--- src/rtl/scan_sel_ctrl.sv ---
// Position sequencer for the 3-to-8 active-low decoder: steps the select through
// 0..LAST_IDX with a prescaled dwell and an optional disabled gap between positions.
module scan_sel_ctrl #(
    parameter int DIV       = 50000,
    parameter int BLANK_CYC = 0,
    parameter int LAST_IDX  = 7
) (
    input  logic       clk,
    input  logic       rst_n,
    input  logic       start,
    input  logic       stop,
    input  logic       mode,
    input  logic       dir,
    output logic [2:0] sel_out,
    output logic [2:0] en_out,
    output logic       busy,
    output logic       sweep_done
);

    localparam int PW = (DIV > 1) ? $clog2(DIV) : 1;
    localparam int BW = (BLANK_CYC > 1) ? $clog2(BLANK_CYC) : 1;
    localparam logic [2:0]    LAST      = 3'(LAST_IDX);
    localparam logic [PW-1:0] PRESC_MAX = PW'(DIV - 1);
    localparam logic [BW-1:0] BLANK_MAX = BW'((BLANK_CYC > 0) ? BLANK_CYC - 1 : 0);

    typedef enum logic [1:0] {IDLE, SHOW, BLANK} state_t;

    state_t        state, state_nxt;
    logic [PW-1:0] presc, presc_nxt;
    logic [BW-1:0] blank_cnt, blank_nxt;
    logic [2:0]    sel_nxt;
    logic          mode_q, dir_q, mode_nxt, dir_nxt, done_nxt;
    logic          show_end, blank_end, at_end;

    assign show_end  = (state == SHOW) && (presc == PRESC_MAX);
    assign blank_end = (state == BLANK) && (blank_cnt == BLANK_MAX);
    assign at_end    = (sel_out == (dir_q ? 3'd0 : LAST));

    // Wrapping step within 0..LAST; indices above LAST are never produced.
    function automatic logic [2:0] adv(input logic [2:0] s, input logic down);
        if (down) return (s == 3'd0) ? LAST : s - 3'd1;
        return (s == LAST) ? 3'd0 : s + 3'd1;
    endfunction

    always_ff @(posedge clk or negedge rst_n) begin
        if (!rst_n) state <= IDLE;
        else        state <= state_nxt;
    end

    always_comb begin
        state_nxt = state;
        if (stop) begin
            state_nxt = IDLE;
        end else begin
            case (state)
                IDLE:  if (start) state_nxt = SHOW;
                SHOW: begin
                    if (show_end) begin
                        if (mode_q && at_end)   state_nxt = IDLE;
                        else if (BLANK_CYC > 0) state_nxt = BLANK;
                        else                    state_nxt = SHOW;
                    end
                end
                BLANK: if (blank_end) state_nxt = SHOW;
                default: state_nxt = IDLE;
            endcase
        end
    end

    // Next values of the counters and registered outputs.
    always_comb begin
        sel_nxt   = sel_out;
        presc_nxt = presc;
        blank_nxt = blank_cnt;
        mode_nxt  = mode_q;
        dir_nxt   = dir_q;
        done_nxt  = 1'b0;
        if (stop) begin
            presc_nxt = '0;
            blank_nxt = '0;
        end else begin
            case (state)
                IDLE: begin
                    presc_nxt = '0;
                    blank_nxt = '0;
                    if (start) begin
                        mode_nxt = mode;
                        dir_nxt  = dir;
                        sel_nxt  = dir ? LAST : 3'd0;
                    end
                end
                SHOW: begin
                    if (show_end) begin
                        presc_nxt = '0;
                        done_nxt  = at_end;
                        // Without a gap the next position follows immediately.
                        if (state_nxt == SHOW) sel_nxt = adv(sel_out, dir_q);
                    end else begin
                        presc_nxt = presc + 1'b1;
                    end
                end
                BLANK: begin
                    if (blank_end) begin
                        blank_nxt = '0;
                        sel_nxt   = adv(sel_out, dir_q);
                    end else begin
                        blank_nxt = blank_cnt + 1'b1;
                    end
                end
                default: begin
                    presc_nxt = '0;
                    blank_nxt = '0;
                end
            endcase
        end
    end

    always_ff @(posedge clk or negedge rst_n) begin
        if (!rst_n) begin
            sel_out    <= 3'd0;
            en_out     <= 3'b000;
            busy       <= 1'b0;
            sweep_done <= 1'b0;
            presc      <= '0;
            blank_cnt  <= '0;
            mode_q     <= 1'b0;
            dir_q      <= 1'b0;
        end else begin
            sel_out    <= sel_nxt;
            en_out     <= (state_nxt == SHOW) ? 3'b100 : 3'b000;
            busy       <= (state_nxt != IDLE);
            sweep_done <= done_nxt;
            presc      <= presc_nxt;
            blank_cnt  <= blank_nxt;
            mode_q     <= mode_nxt;
            dir_q      <= dir_nxt;
        end
    end

endmodule

--- config.mk ---
export PLATFORM = sky130hd
export DESIGN_NAME = scan_sel_ctrl
export DESIGN_NICKNAME = d
export VERILOG_FILES = /design/src/rtl/scan_sel_ctrl.sv
export SDC_FILE = /design/constraint.sdc
export NUM_CORES = 1
export LEC_CHECK = 0
export ABC_AREA = 1
export CAP_MARGIN = 20
export CORE_UTILIZATION = 48
export CTS_BUF_LIST = sky130_fd_sc_hd__clkbuf_8
export DETAILED_ROUTE_END_ITERATION = 8
export DONT_BUFFER_PORTS = 1
export PLACE_DENSITY_LB_ADDON = 0.12
export SLEW_MARGIN = 20
export SYNTH_ARGS = -nofsm -noshare
export SYNTH_HDL_FRONTEND = slang
export SYNTH_SLANG_ARGS = --single-unit
--- constraint.sdc ---
create_clock -name clk -period 2.1 [get_ports clk]
set_input_delay 0.105 -clock clk [delete_from_list [all_inputs] [get_ports clk]]
set_output_delay 0.105 -clock clk [all_outputs]
set_load 0.01 [all_outputs]
# --- Yosys cells after proc, flatten, opt, wreduce, memory -nomap -nowiden ---
# Index checks and enable logic that the tools add are counted.
word_totals:
  register_bits: 29
  in_bits: 6
  output_inout_bits: 8
  word_cells: 72
classes:
  addsub: 4
  eq_ne: 12
  n_mux: 36
  bitwise_logic: 2
  reduce_logical: 9
op_table:
  columns: ["cell", "count"]
  rows:
  - ["$mux 3", 12]
  - ["$mux 16", 2]
  - ["$pmux 16 s2", 1]
  - ["$add 16x1->16 const B", 1]
  - ["$eq 16x16->1 const B", 1]
  - ["$mux 1", 14]
  - ["$ne 2x2->1 const B", 5]
  - ["$pmux 3 s3", 1]
  - ["$mux 2", 4]
  - ["$pmux 2 s3", 1]
  - ["$reduce_and 6->1", 1]
  - ["$eq 2x1->1 const B", 2]
  - ["$add 3x1->3 const B", 1]
  - ["$eq 3x3->1", 1]
  - ["$eq 3x3->1 const B", 1]
  - ["$logic_and 1x1->1", 3]
  - ["$logic_not 3->1", 1]
  - ["$reduce_and 3->1", 1]
  - ["$reduce_bool 3->1", 1]
  - ["$sub 3x1->3 const B", 1]
  - ["$eq 2x2->1 const B", 1]
  - ["$logic_not 2->1", 1]
  - ["$ne 2x1->1 const B", 1]
  - ["$not 1->1", 2]
  - ["other kinds (3)", 3]

# --- Depth between registers and ports, before layout ---
# Gate-level depths: netlist of run 1.
depth:
  depth_word: 16
  depth_mapped: 14
  mapped_depth_nobuf: 14

# --- Worst setup path after synthesis of run 1 ---
# Ideal clock, no wire load.
synth_timing:
  path_type: "register to register"
  from: "register state[0]"
  to: "register presc[13]"
  setup_ns: 0.086
  t_arrival_ns: 1.423
  required_ns: 2.014
  path_slack_ns: 0.591
  path_stages_with_launch: 10
  path_buffers: 0
  synth_period_minus_slack_ns: 1.509
  cell_sequence: "dfrtp_1 inv_1 ha_1 inv_1 nor2_4 inv_2 nand4_2 nor2_4 a21oi_1 nor3_1"
synth_between:
  elab_chain_cells: 5
  elab_cells_between_ends: 7
  cone_classes: "eq/ne (3); mux (3); reduce/logical (1)"
synth_lines:
  columns: ["item", "line", "source"]
  rows:
  - ["from (decl)", "28", "state_t state, state_nxt;"]
  - ["from (signal assigned)", "47", "else state <= state_nxt;"]
  - ["$eq 2x1->1", "35, 82", null]
  - ["$logic_and 1x1->1", "35", "assign show_end = (state == SHOW) && (presc == PRESC_MAX);"]
  - ["$mux 16", "93", "if (show_end) begin"]
  - ["$pmux 16 s2", "82", "case (state)"]
  - ["$mux 16", "78", "if (stop) begin"]
  - ["to (signal assigned)", "133", "presc <= presc_nxt;"]
  - ["to (decl)", "29", "logic [PW-1:0] presc, presc_nxt;"]
# Parallel ways exist; a longest one is shown, timed or not.
# A chain may end at the register's enable or synchronous reset.

# --- Worst setup path after layout of run 1 ---
layout_timing:
  from: "register state[0]"
  to: "register presc[6]"
# Same word-level chain as after synthesis.

==> results of run 1 <==
-- power breakdown --
| part | switching [mW] | internal [mW] |
|---|---|---|
| logic | 0.150 | 0.0956 |
| clock network | 0.156 | 0.133 |
| registers | 0.0635 | 0.560 |
-- path summary, 6_finish.rpt --
path / start / end / slack [ns]
max: state[0] / presc[6] / 0.30
min: stop / sweep_done / 0.03
max reg2reg: state[0] / presc[6] / 0.30
min reg2reg: mode_q / mode_q / 0.52
max in group asynchronous: rst_n / dir_q / 1.68
min in group asynchronous: rst_n / presc[14] / 0.26
-- kinds of logic after synthesis --
family	after synthesis	share of synthesized area, %
compound gates	28	10.36
buf+inv	38	8.817
mux	1	0.6612
fa+ha+maj	9	6.613
flops	27	39.68
xor+xnor	2	1.029
simple gates	116	32.62
other cells	1	0.2202
-- metrics by stage --
stage                     area [um2]  utilization, %  setup slack [ns]  hold slack [ns]  cells
after floorplan                 1707               -            0.5914          -0.1906    223
after global placement          1749           52.01            0.3380          -0.1899    267
after detailed placement        1749           52.01            0.3227          -0.1898    267
after CTS                       1856           55.17            0.2798          0.01095    276
after global routing            1856           55.17           0.08076          0.04373    276
final                           1856           55.17            0.2972          0.03266    276
-- synthesized netlist by cell type (all sizes together), types with 2 or more instances --
cell type / number / area share, %
nand4: 2 / 1.1
a21oi: 10 / 2.9
inv: 36 / 7.9
ha: 9 / 6.6
xor2: 2 / 1.0
a211oi: 2 / 0.88
or2: 2 / 0.74
buf: 2 / 0.88
nor3: 5 / 2.4
dfrtp: 27 / 40
nand2: 55 / 13
nor2: 32 / 9.0
nand3: 19 / 5.9
o21ai: 9 / 3.3
-- layout make-up --
class | count | share of cell area (%)
clock inverters | 1 | 0.2697
flip-flops and latches | 27 | 36.41
clock buffers | 3 | 2.225
inverters | 36 | 7.283
repair buffers | 5 | 3.237
multi-input cells | 158 | 47.47
well taps | 46 | 3.102
-- worst max-delay path: stages (launching register included) --
cell      delay, ns
dfrtp_1        0.41
inv_1          0.11
ha_1           0.24
inv_1          0.13
nor2_4         0.07
nor2_1         0.20
nand3_1        0.17
a221oi_1       0.35
-- flip-flops by register name (all words and copies together), names as in the netlist --
register and flops:
blank_cnt 1, busy 1, dir_q 1, en_out 1, mode_q 1, presc 16
sel_out 3, state 2, sweep_done 1
-- metal layers --
metal  part of all wire [%]  vias up  track usage [%]
li1                       -      721                -
met1                     45      683            28.38
met2                     48       33            35.48
met3                    4.2        8            3.992
met4                    2.5        0            12.38
met5                      0        -                0
==> reports/qor.csv, run 1 <==
stage,metric,value,unit
cells_and_area,fill cell count,343,
clock_network,clock root buffer,clkbuf_8,
clock_network,CTS H-Tree Depth,1,
worst_hold_path,hold crit path type,primary input to flip-flop,
global_routing,first-pass GRT wire length,6099,um
sta,Worst Clk Skew,0.009881,ns
clock_network,Clock Sinks,27,
global_routing,largest net degree at the start of global routing,28,
clock_network,clock-pin slew on the worst setup and hold paths,0.09,ns
cells_and_area,Ant. Diodes,0,
clock_network,postcts setup bufs,0,
critical_path,critical path arrival,1.96,ns
sta,number of max-slew violations in the final report,0,
synthesis,synthesized netlist cell count,222,
power_and_ir_drop,pwr dens,624.1,nW/um2
synthesis,#FFs+latches synth,27,
cells_and_area,final layout net count,246,
synthesis,Synth cell types,36,
die,Initial Util,50.63,%
run_status,status,finished clean,
global_routing,GR Util All Layers,22.22,%
synthesis,ys flop type,dfrtp_1,
cells_and_area,"commonest non-fill, non-tap cells in the layout","nand2_1 (50), inv_1 (28), dfrtp_1 (27)",
place,DP Wirelength,2699,um
power_and_ir_drop,final total power,1.158,mW
clock_network,CTS resizes,0,
critical_path,reg2reg path depth,7,
die,DIE WIDTH,61.56,um
routing,Initial DRC Count,84,
synthesis,Post-Syn Area per Cell,7.671,um2
die,Core ar.,3363,um2
cells_and_area,Register Area,675.6,um2
sta,# setup viols final,0,
die,overall die area,3790,um2
critical_path,Crit. End Element,flip-flop,
power_and_ir_drop,Peak supply drop,0.3406,mV
cells_and_area,footprint of the multi-input gates,880.8,um2
global_routing,remaining global-route overflow,0,
critical_path,CP Max Fanout,6,
routing,Post-route DRC,0,
run,max cap viols,0,
sta,period utilization,85.85,%
routing,wire per inst,12.46,um
synthesis,Synth Warn #,0,
global_routing,vias in the first global route,1439,
routing,WL final,3439,um
critical_path,kind of critical path,flip-flop to flip-flop,
synthesis,Post-Synthesis Cell Area,1703,um2
power_and_ir_drop,leak pwr,0.8950,nW
clock_network,worst skew pair latency,0.27,ns
synthesis,post-synthesis async set-or-reset flop share,100.0,%
place,Port Buffers,0,
cells_and_area,"commonest non-fill, non-tap cell in the layout",nand2_1,
worst_hold_path,hold path cells,3,
synthesis,"Seq/Total Area, Yosys",39.68,%
routing,Vias,1445,
synthesis,Post-synth EDFFs,0,
sta,Final min period,1.803,ns
routing,routed vias/inst,5.236,
sta,RSZ-0062 raised after global routing,false,
routing,remaining antenna violation count,0,
sta,setup_tns,0,ns
sta,Fin. Hold Viols,0,
cells_and_area,layout cell share with drive strength beyond 1,14.78,%
place,RePlAce Congestion,0.9142,
routing,DR pass1 iterations,4,
clock_network,cts hold-fix bufs,5,
die,Die H,61.56,um
critical_path,required time of the worst setup path,2.26,ns
clock_network,Max clock buf depth,2,
global_routing,initial antenna violation count,0,
sta,Max Freq,0.5547,GHz
clock_network,CTS tree,yes,
clock_network,CTS Buf Count,3,
cells_and_area,area grow syn2layout,8.964,%
die,row cnt,21,
die,I/O pins,14,
critical_path,crit start category,flip-flop,
(Power assumes the default switching activity.)
==> run 2, diff against run 1 <==
--- a/constraint.sdc
+++ b/constraint.sdc
@@ -3,2 +3,2 @@
 set_output_delay 0.105 -clock clk [all_outputs]
-set_load 0.01 [all_outputs]
+set_load 0.02 [all_outputs]
==> run 2 against run 1 <==
Largest cell class unchanged. Register-to-register slack better by 0.02 ns. Critical path type unchanged. Sequential share of layout area about the same. Die area unchanged. Final cell count unchanged. Clock-buffer cell count unchanged. First-iteration DRC count down 2.4%. Sequential power up 2%. Via count down 1.8%. Utilization about the same. Largest power group unchanged. Hold slack worse by 0.012 ns.
==> reports/qor.csv, run 2 (synthesis results as in run 1) <==
stage,metric,value,unit,change
critical_path,critical path arrival,1.95,ns,about the same
clock_network,Max clock buf depth,2,,unchanged
sta,RSZ-0062 raised after global routing,false,,
die,overall die area,3790,um2,unchanged
power_and_ir_drop,leak pwr,0.8964,nW,+0.16%
clock_network,Clock Sinks,27,,unchanged
critical_path,"most used cell, CP",inv_1,,
critical_path,Critical Path Max Stage Delay,0.42,ns,about the same
critical_path,crit start category,flip-flop,,
die,Initial Util,50.63,%,unchanged
clock_network,CTS H-Tree Depth,1,,unchanged
sta,Final min period,1.779,ns,-0.02333 ns
routing,routed vias/inst,5.141,,-1.8%
die,row cnt,21,,unchanged
routing,DR pass1 iterations,4,,unchanged
critical_path,flop2flop setup slack,0.32,ns,+0.02 ns
power_and_ir_drop,pwr dens,630.1,nW/um2,+0.97%
place,RePlAce Congestion,0.9154,,+0.13%
place,Placed Cells,267,,unchanged
run_status,status,finished clean,,
sta,Max Freq,0.5620,GHz,+1.3%
clock_network,CTS tree,yes,,
critical_path,Crit. End Element,flip-flop,,
cells_and_area,final layout net count,246,,unchanged
global_routing,initial antenna violation count,0,,unchanged
cells_and_area,Post-Layout Cell Count,276,,unchanged
critical_path,CP Max Fanout,6,,unchanged
routing,Initial DRC Count,82,,-2.4%
routing,remaining antenna violation count,0,,unchanged
power_and_ir_drop,Peak supply drop,0.3667,mV,+7.7%
critical_path,r2r endpoint,presc[6],,
global_routing,vias in the first global route,1395,,-3.1%
die,Core ar.,3363,um2,unchanged
critical_path,"CP delay by family, top",simple AND/OR/NAND/NOR gates,,
critical_path,kind of critical path,flip-flop to flip-flop,,
clock_network,CTS Buf Count,3,,unchanged
die,I/O pins,14,,unchanged
sta,# setup viols final,0,,unchanged
cells_and_area,area grow syn2layout,8.891,%,about the same
run,max cap viols,0,,unchanged
critical_path,reg2reg path depth,7,,unchanged
worst_hold_path,hold path cells,3,,unchanged
routing,Post-route DRC,0,,unchanged
place,Port Buffers,0,,unchanged
worst_hold_path,hold crit path type,primary input to flip-flop,,
clock_network,worst skew pair latency,0.27,ns,about the same
place,DP Wirelength,2702,um,about the same
sta,number of max-slew violations in the final report,0,,unchanged
global_routing,largest net degree at the start of global routing,28,,unchanged
die,Die H,61.56,um,unchanged
die,DIE WIDTH,61.56,um,unchanged
global_routing,first-pass GRT wire length,5899,um,-3.3%
cells_and_area,Largest register FFs,16,,unchanged
cells_and_area,layout cell share with drive strength beyond 1,14.35,%,-0.43 points
routing,WL final,3407,um,-0.93%
clock_network,CTS resizes,0,,unchanged
clock_network,clock-pin slew on the worst setup and hold paths,0.09,ns,about the same
critical_path,required time of the worst setup path,2.27,ns,about the same
critical_path,WP buf/inv,2,,unchanged
cells_and_area,Top Registers,"presc: 16 flops, sel_out: 3 flops, state: 2 flops",,
cells_and_area,"Most flops, register",presc,,
cells_and_area,"commonest non-fill, non-tap cells in the layout","nand2_1 (50), inv_1 (29), dfrtp_1 (27)",,
clock_network,clock root buffer,clkbuf_8,,
global_routing,GR Util All Layers,21.40,%,-0.82 points
critical_path,CP max-delay cell,dfrtp_1,,
sta,period utilization,84.74,%,-1.1 points
cells_and_area,"commonest non-fill, non-tap cell in the layout",nand2_1,,
worst_hold_path,hold_sp,stop,,
global_routing,remaining global-route overflow,0,,unchanged
sta,Fin. Hold Viols,0,,unchanged
cells_and_area,fill cell count,344,,+0.29%
cells_and_area,Ant. Diodes,0,,unchanged
sta,Worst Clk Skew,0.003369,ns,-0.006512 ns
routing,wire per inst,12.34,um,-0.93%
sta,setup_tns,0,ns,unchanged
routing,Vias,1419,,-1.8%
critical_path,worst r2r src,state[0],,
critical_path,worst path cell trace,inv_1 > ha_1 > inv_1 > nor2_4 > nor2_1 > nand3_1 > a221oi_1,,
worst_hold_path,WHS Endpoint,state[0],,
run 2: cell count changes in the layout (fill, tap and decap cells not counted):
cell	before	now
clkinv_2	1	0
inv_1	28	29
run 2: area by class of cell:
| type | count | area, um2 | share of cell area [%] |
|---|---|---|---|
| Multi-Input combinational cell | 158 | 880.8 | 47.50 |
| Sequential cell | 27 | 675.6 | 36.44 |
| Inverter | 36 | 135.1 | 7.287 |
| Timing Repair Buffer | 5 | 60.06 | 3.239 |
| Tap cell | 46 | 57.56 | 3.104 |
| Clock buffer | 3 | 41.29 | 2.227 |
| Clock inverter | 1 | 3.754 | 0.2024 |
run 2: timing repair:
action / CTS / global route
setup buffers: 0 / 0
hold buffers: 5 / 0
hold endpoints to repair: 31 / 0
run 2: where the power goes:
| group | internal (mW) | switching, mW |
|---|---|---|
| registers | 0.559 | 0.0792 |
| clock network | 0.131 | 0.153 |
| logic | 0.0954 | 0.151 |
run 2: worst max path at each step:
| stage | start | to | slack, ns | cells past startpoint |
|---|---|---|---|---|
| floorplan | state[0] | presc[13] | 0.59 | 9 |
| global placement | state[0] | presc[6] | 0.34 | 7 |
| detailed placement | state[0] | presc[6] | 0.35 | 7 |
| CTS | state[0] | presc[6] | 0.32 | 7 |
| global route | state[0] | presc[6] | 0.12 | 7 |
| finish | state[0] | presc[6] | 0.32 | 7 |
run 2: tightest hold or removal path, cell delays in order:
cell	delay, ns
nor2_1	0.04
nand2_1	0.07
inv_1	0.04
run 2: through the flow:
| stage | hold WS [ns] | utilization, % | setup slack [ns] | instance area, um2 | power, mW |
|---|---|---|---|---|---|
| 6_report | 0.02041 | 55.13 | 0.3205 | 1854 | 1.168 |
| 5_1_grt | 0.02711 | 55.13 | 0.1158 | 1854 | 1.262 |
| 4_1_cts | 0.01235 | 55.13 | 0.3193 | 1854 | 1.183 |
| 3_5_place_dp | -0.1898 | 52.01 | 0.3502 | 1749 | 0.8760 |
| 3_3_place_gp | -0.1899 | 52.01 | 0.3412 | 1749 | 0.8592 |
| 2_1_floorplan | -0.1906 | - | 0.5914 | 1707 | 0.8229 |
run 2: layer usage:
| layer | share of wire (%) | vias to the layer above | track usage, % |
|---|---|---|---|
| met5 | 0 | - | 0 |
| met3 | 2.8 | 11 | 3.361 |
| met1 | 46 | 660 | 26.09 |
| li1 | - | 722 | - |
| met2 | 48 | 26 | 36.56 |
| met4 | 2.8 | 0 | 10.79 |
